## src/rtl/load_store_unit.sv

```systemverilog
// Multi-cycle load/store unit: address generation, alignment check, single-strobe
// word bus transaction with optional wait-state timeout, and load data extension.
module load_store_unit #(
   parameter int unsigned TIMEOUT = 15
) (
   input  logic        clk,
   input  logic        reset,
   input  logic        req_valid,
   input  logic        req_store,
   input  logic [2:0]  req_funct3,
   input  logic [31:0] req_base,
   input  logic [31:0] req_imm,
   input  logic [31:0] req_wdata,
   output logic        busy,
   output logic        done,
   output logic        err,
   output logic [31:0] load_data,
   output logic [31:0] mem_addr,
   output logic [31:0] mem_wdata,
   output logic [3:0]  mem_wmask,
   output logic        mem_rstrb,
   input  logic [31:0] mem_rdata,
   input  logic        mem_ready
);

   typedef enum logic [1:0] {S_IDLE, S_REQ, S_WAIT, S_RESP} state_t;

   localparam logic [7:0] TO_LAST = 8'(TIMEOUT - 1);

   state_t      state_q, state_d;
   logic [1:0]  alo_q, alo_d;
   logic        store_q, store_d;
   logic [2:0]  funct3_q, funct3_d;
   logic        err_q, err_d;
   logic [7:0]  cnt_q, cnt_d;
   logic [31:0] ld_q, ld_d;
   logic [31:0] maddr_q, maddr_d;
   logic [31:0] mwdata_q, mwdata_d;
   logic [31:0] req_addr;
   logic [3:0]  wmask_c;

   // Rejects illegal funct3 for the access kind as well as misaligned halves/words.
   function automatic logic req_bad(input logic st, input logic [2:0] f3, input logic [1:0] a);
      logic bad;
      case (f3)
         3'b000:  bad = 1'b0;
         3'b001:  bad = a[0];
         3'b010:  bad = (a != 2'b00);
         3'b100:  bad = st;
         3'b101:  bad = st | a[0];
         default: bad = 1'b1;
      endcase
      return bad;
   endfunction

   function automatic logic [31:0] replicate(input logic [2:0] f3, input logic [31:0] wd);
      logic [31:0] r;
      case (f3[1:0])
         2'b00:   r = {4{wd[7:0]}};
         2'b01:   r = {2{wd[15:0]}};
         default: r = wd;
      endcase
      return r;
   endfunction

   function automatic logic [31:0] extend(input logic [2:0] f3, input logic [1:0] a,
                                          input logic [31:0] rd);
      logic [7:0]  b;
      logic [15:0] h;
      logic [31:0] r;
      b = rd[8*a +: 8];
      h = rd[16*a[1] +: 16];
      case (f3)
         3'b000:  r = {{24{b[7]}}, b};
         3'b001:  r = {{16{h[15]}}, h};
         3'b100:  r = {24'd0, b};
         3'b101:  r = {16'd0, h};
         default: r = rd;
      endcase
      return r;
   endfunction

   assign req_addr = req_base + req_imm;

   always_comb begin
      case (funct3_q)
         3'b000:  wmask_c = 4'b0001 << alo_q;
         3'b001:  wmask_c = alo_q[1] ? 4'b1100 : 4'b0011;
         default: wmask_c = 4'b1111;
      endcase
   end

   always_comb begin
      state_d  = state_q;
      alo_d    = alo_q;
      store_d  = store_q;
      funct3_d = funct3_q;
      err_d    = err_q;
      cnt_d    = cnt_q;
      ld_d     = ld_q;
      maddr_d  = maddr_q;
      mwdata_d = mwdata_q;
      case (state_q)
         S_IDLE: begin
            if (req_valid) begin
               alo_d    = req_addr[1:0];
               store_d  = req_store;
               funct3_d = req_funct3;
               maddr_d  = {req_addr[31:2], 2'b00};
               mwdata_d = replicate(req_funct3, req_wdata);
               err_d    = req_bad(req_store, req_funct3, req_addr[1:0]);
               state_d  = err_d ? S_RESP : S_REQ;
            end
         end
         S_REQ: begin
            if (mem_ready) begin
               if (!store_q) ld_d = extend(funct3_q, alo_q, mem_rdata);
               state_d = S_RESP;
            end else begin
               cnt_d   = '0;
               state_d = S_WAIT;
            end
         end
         S_WAIT: begin
            if (mem_ready) begin
               if (!store_q) ld_d = extend(funct3_q, alo_q, mem_rdata);
               state_d = S_RESP;
            end else if (TIMEOUT != 0 && cnt_q == TO_LAST) begin
               err_d   = 1'b1;
               state_d = S_RESP;
            end else begin
               cnt_d = cnt_q + 8'd1;
            end
         end
         default: state_d = S_IDLE;
      endcase
   end

   always_ff @(posedge clk or negedge reset) begin
      if (!reset) begin
         state_q  <= S_IDLE;
         alo_q    <= '0;
         store_q  <= 1'b0;
         funct3_q <= '0;
         err_q    <= 1'b0;
         cnt_q    <= '0;
         ld_q     <= '0;
         maddr_q  <= '0;
         mwdata_q <= '0;
      end else begin
         state_q  <= state_d;
         alo_q    <= alo_d;
         store_q  <= store_d;
         funct3_q <= funct3_d;
         err_q    <= err_d;
         cnt_q    <= cnt_d;
         ld_q     <= ld_d;
         maddr_q  <= maddr_d;
         mwdata_q <= mwdata_d;
      end
   end

   assign busy      = (state_q != S_IDLE);
   assign done      = (state_q == S_RESP);
   assign err       = done & err_q;
   assign load_data = ld_q;
   assign mem_addr  = maddr_q;
   assign mem_wdata = mwdata_q;
   assign mem_rstrb = (state_q == S_REQ) && !store_q;
   assign mem_wmask = ((state_q == S_REQ) && store_q) ? wmask_c : '0;

endmodule
```

## config.mk

```make
export PLATFORM = sky130hd
export DESIGN_NAME = load_store_unit
export DESIGN_NICKNAME = d
export VERILOG_FILES = /design/src/rtl/load_store_unit.sv
export SDC_FILE = /design/constraint.sdc
export NUM_CORES = 1
export LEC_CHECK = 0
export BUFFER_PORTS_ARGS = -buffer_cell sky130_fd_sc_hd__buf_2
export CAP_MARGIN = 15
export CORE_ASPECT_RATIO = 0.9
export CORE_UTILIZATION = 49
export CTS_CLUSTER_DIAMETER = 40
export CTS_CLUSTER_SIZE = 25
export DETAILED_ROUTE_END_ITERATION = 10
export HOLD_SLACK_MARGIN = 0.05
export PLACE_DENSITY = 0.87
export REMOVE_ABC_BUFFERS = 1
export SYNTH_ARGS = -nofsm -noshare
export SYNTH_HDL_FRONTEND = slang
export SYNTH_SLANG_ARGS = --single-unit
```

## constraint.sdc

```tcl
create_clock -name clk -period 4.9 [get_ports clk]
set_input_delay 0.49 -clock clk [delete_from_list [all_inputs] [get_ports clk]]
set_output_delay 0.49 -clock clk [all_outputs]
set_load 0.02 [all_outputs]
```

[Yosys cells after proc, flatten, opt, wreduce, memory -nomap -nowiden]
Index checks and enable logic that the tools add are counted.
Storage, ports and cells
  ROM bits: 0
  register bits: 111
  latch bits: 0
  memories kept: 0
  logic and storage cells: 74
  bits in writable memories: 0
Operators by class
  multiply operators: 0
  shift operators: 3
  $lt $le $gt $ge: 0
  bitwise operators: 3
  equal/unequal tests: 18
  reductions and logical operators: 17
  div/mod/pow operators: 0
  add/subtract/negate cells: 2
  muxes and demuxes: 22
Operators with widths (number)
  32-bit one-hot mux with 4 select lines: 1
  32-bit one-hot mux with 2 select lines: 1
  32-bit adder: 1
  32-bit by 6-bit variable part select with 16-bit output: 1
  32-bit by 6-bit variable part select with 8-bit output: 1
  8-bit 2-to-1 mux: 3
  8-bit one-hot mux with 2 select lines: 1
  3-bit equality test (second input constant): 4
  2-bit != test (second input constant): 5
  8-bit by 1-bit adder with 8-bit output (second input constant): 1
  8-bit by 4-bit equality test with 1-bit output (second input constant): 1
  2-bit 2-to-1 mux: 4
  4-bit 2-to-1 mux: 2
  4-bit one-hot mux with 2 select lines: 1
  4-bit AND reduction: 2
  2-bit nonzero test: 4
  3-bit by 1-bit equality test with 1-bit output (second input constant): 2
  3-bit zero test: 2
  1-bit 2-to-1 mux: 6
  2-bit one-hot mux with 3 select lines: 1
  1-bit one-hot mux with 5 select lines: 1
  2-bit by 1-bit equality test with 1-bit output (second input constant): 2
  2-bit equality test (second input constant): 2
  2-bit zero test: 2
  other kinds (12): 14

[Logic depth before layout (Yosys ltp)]
  word-level depth: 8
  depth in mapped cells: 8
  depth with buffers taken out: 8

[Worst setup path after synthesis]
No wires, ideal clock.
  path kind: input port to flip-flop
  from: input req_base[0]
  to: register maddr_q[22], in the netlist mem_addr[22]
  stages on the path: 8
  arrival: 2.469 ns
  setup time: 0.126 ns
  data required time: 4.774 ns
  slack: 2.305 ns
  path buffers: 0
  path through: ha_1 -> fa_1 -> a21o_1 -> a221oi_2 -> a211oi_1 -> o21ai_1 -> o21ai_0 -> a221o_1
Between the ends
  word-level cells in the longest chain between the ends: 1
RTL lines
  from (decl): RTL line 11  | input logic [31:0] req_base,
  32-bit adder: RTL line 83  | assign req_addr = req_base + req_imm;
  to (signal assigned): RTL line 158  | maddr_q <= maddr_d;
  to (decl): RTL line 37  | logic [31:0] maddr_q, maddr_d;
No other way between the ends.
A chain may end at the register's enable or synchronous reset.

[Final worst setup path]
  from: register state_q[0]
  to: register ld_q[28], in the netlist load_data[28]
Between the ends
  word-level cells in the longest chain between the ends: 3
  elaborated cells on any way between the ends: 4
RTL lines
  from (decl): RTL line 30  | state_t state_q, state_d;
  from (signal assigned): RTL line 151  | state_q <= state_d;
  2-bit by 1-bit equality test with 1-bit output / 2-bit equality test (equally long branches): RTL line 103  | case (state_q)
  2-bit OR reduction (no source line) *
  3-bit AND reduction (no source line) *
  to (signal assigned): RTL line 157  | ld_q <= ld_d;
  to (decl): RTL line 36  | logic [31:0] ld_q, ld_d;
Every way passes the cells marked *; elsewhere a longest branch is shown, timed or not.

==> run_results.csv <==
group,metric,value,unit
sta,fmax,376,MHz
synth,syn_inst,831,
synth,synth_top_area_cell,"dfrtp_1",
die,num_rows,41,
layout,final_net_count,1212,
critical_path,start_kind,"flip-flop",
run_status,status,"finished, final reports clean",
layout,syn_to_final_growth,22.1,%
synth,synth_area_per_cell,8.48,sq um
route,drc,0,
route,num_vias,7010,
sta,tns,0,ps
sta,min_period_over_period,54.3,%
sta,fin_crit,2660,ps
pwr,leakage,4.30,nW
worst_hold_path,hold_class,"primary input to async pin",
layout,diodes,0,
route,drt-total-wl,19.6,mm
layout,layout_common_cells,"buf_2, nand2_1, dfrtp_1, a21oi_1, o21ai_0",
cts,ctsHoldBuffers,0,
cts,cts_tree,"built",
global_route,grt_max_degree,69,
cts,clk_latency,350,ps
die,coreArea,0.0140,sq mm
route,antenna_left,0,
place,gp_congestion,0.960,
synth,netlist_top_cells_area,"dfrtp_1, nand2_1, ha_1, a21oi_1, o21ai_0",
sta,setup_viol,0,
layout,num-fill-cells,1230,
critical_path,timing.critical_path.mode_cell,"a21oi_1",
sta,rsz0062_at_grt,"false",
pwr,peakVddDrop,0.256,mV
global_route,antenna_found_initial,0,
die,die_h,116,microns
cts,cts_resized,0,
sta,final-hold-violation-count,0,
critical_path,crit_chain,"inv_1 -> ha_1 -> nand3b_1 -> a21oi_1 -> buf_4 -> a21oi_1",
cts,cts_setup_buffers,0,
synth,ys_seq_area_share,39.4,%
cts,cts.sinks,111,
layout,layout.cells.non_filler,1234,
synth,async_flop_share,100,%
synth,yosysWarnings,0,
cts,root_buffer,"clkbuf_16",
critical_path,max_stage_delay,710,ps
route,wire_per_inst,15.9,microns
synth,ys_ff_latch,111,
cts,cts_max_path_buffers,2,
place,numPortBuffers,237,
critical_path,worstPathRequired,5130,ps
sta,worst_pin_slew,1040,ps
place,hpwl,14.7,mm
die,dieWidth,128,microns
synth,yosys.cell_types.count,72,
cts,clk_pin_slew_worst_paths,70,ps
critical_path,crit_type,"flip-flop to flip-flop",
sta,slew_headroom,30.5,%
route,dr.pass1.iters,5,
run,cap_violations,0,
die,dieArea,0.0149,sq mm
sta,fin_skew,6.03,ps
route,avgViaCountPerCell,5.68,
layout,layout-drive-gt1-share,26.1,%
pwr,power.density,551,mW/mm^2
synth,syn-cell-area,0.00704,sq mm
critical_path,cp_max_fo,33,
layout,layout_commonest_cell,"buf_2",
synth,synth_top_area_share,39.4,%
synth,synthFlopType,"dfrtp_1",
route,first_iter_violations,473,
critical_path,slowest_stage,"nand3b_1",
die,start_util,50.3,%
global_route,track_usage,26.6,%
global_route,grt_pass1_wl,31.2,mm
synth,synth-edff-count,0,
global_route,grt_overflow,0,
critical_path,cp.arrival,2890,ps
place,place_inst,1219,
cts,cts_max_level,3,
cts,numCtsBuffers,9,
global_route,grt_pass1_vias,6437,
critical_path,cp-end-kind,"flip-flop",
sta,slew_violations,0,
die,io_pins,240,
[state kept, by name (all words and copies together), names as in the netlist]
| register | flops |
|---|---|
| mem_addr | 30 |
| store_q | 1 |
| state_q | 2 |
| load_data | 32 |
| cnt_q | 8 |
| mem_wdata | 32 |
| err_q | 1 |
| funct3_q | 3 |
| alo_q | 2 |
[metrics by stage]
stage               utilization (%)  hold WS [ps]  setup WS (ps)  power, mW  area [sq um]
finish                         61.4           265           2240       4.73          8600
global route                   61.4           321           2010       5.08          8600
CTS                            61.4           282           1780       4.74          8590
detailed placement             59.4           459           1790       4.03          8320
global placement               59.4           446           1970       3.95          8320
floorplan                         -           194           1860       3.18          6860
[power breakdown]
group	switching, mW	total [mW]	internal, mW
logic	1.55	2.40	0.850
clock network	0.349	0.694	0.345
registers	0.308	1.64	1.33
total	2.20	4.73	2.53
[synthesized netlist by cell type (all sizes together) (6+ instances only)]
library cell / n
nand4: 10
nand3: 22
a21o: 16
nor2b: 7
dfrtp: 111
a31oi: 7
xor2: 11
nand2: 159
o211ai: 7
clkbuf: 35
o21ai: 83
and2: 10
inv: 14
buf: 11
a21oi: 82
a211oi: 6
xnor2: 9
ha: 37
and3: 9
a2bb2oi: 8
nor2: 53
a22oi: 7
mux2i: 32
nor3: 8
[layout make-up]
class	instances	area, sq um	share of cell area (%)
Clock inverter	5	42.5	0.495
Multi-Input combinational cell	660	4040	47.0
Sequential cell	111	2780	32.3
Inverter	15	56.3	0.655
Clock buffer	9	225	2.62
Tap cell	193	241	2.81
Timing Repair Buffer	241	1220	14.2
[logic make-up after synthesis]
family	after synthesis	synth area share (%)
xor+xnor	20	2.49
compound gates	266	23.5
mux	35	5.19
flops	111	39.4
fa+ha+maj	38	6.86
buf+inv	61	3.41
other cells	1	0.0532
simple gates	299	19.1
[critical path: cells and delay by family (launching register included)]
kind / cells / cell delay [ps]
AOI/OAI and AO/OA: 2 / 730
adders and majority gates: 1 / 330
buffers and inverters: 2 / 380
DFF: 1 / 390
and+or+nand+nor: 1 / 710
[layer usage]
metal / global-route usage, % / wire length, microns / vias up
met1: 35.2 / 8520 / 3246
met5: 0 / 0 / -
li1: - / - / 3387
met3: 4.85 / 1370 / 33
met4: 8.47 / 388 / 0
met2: 44.3 / 9310 / 344
[path summary, 6_finish.rpt]
check                                   start            end  slack [ps]  depth (start not counted)
min in group clk                req_funct3[2]    funct3_q[2]         370                          3
worst min register to register   mem_wdata[2]   mem_wdata[2]         470                          2
max in group asynchronous               reset   mem_addr[19]        3490                          2
worst min-delay path                    reset   mem_wdata[6]         260                          1
worst max register to register     state_q[0]  load_data[28]        2240                          6
worst max-delay path               state_q[0]  load_data[28]        2240                          6
No activity file was read; power rests on OpenSTA's default activity.
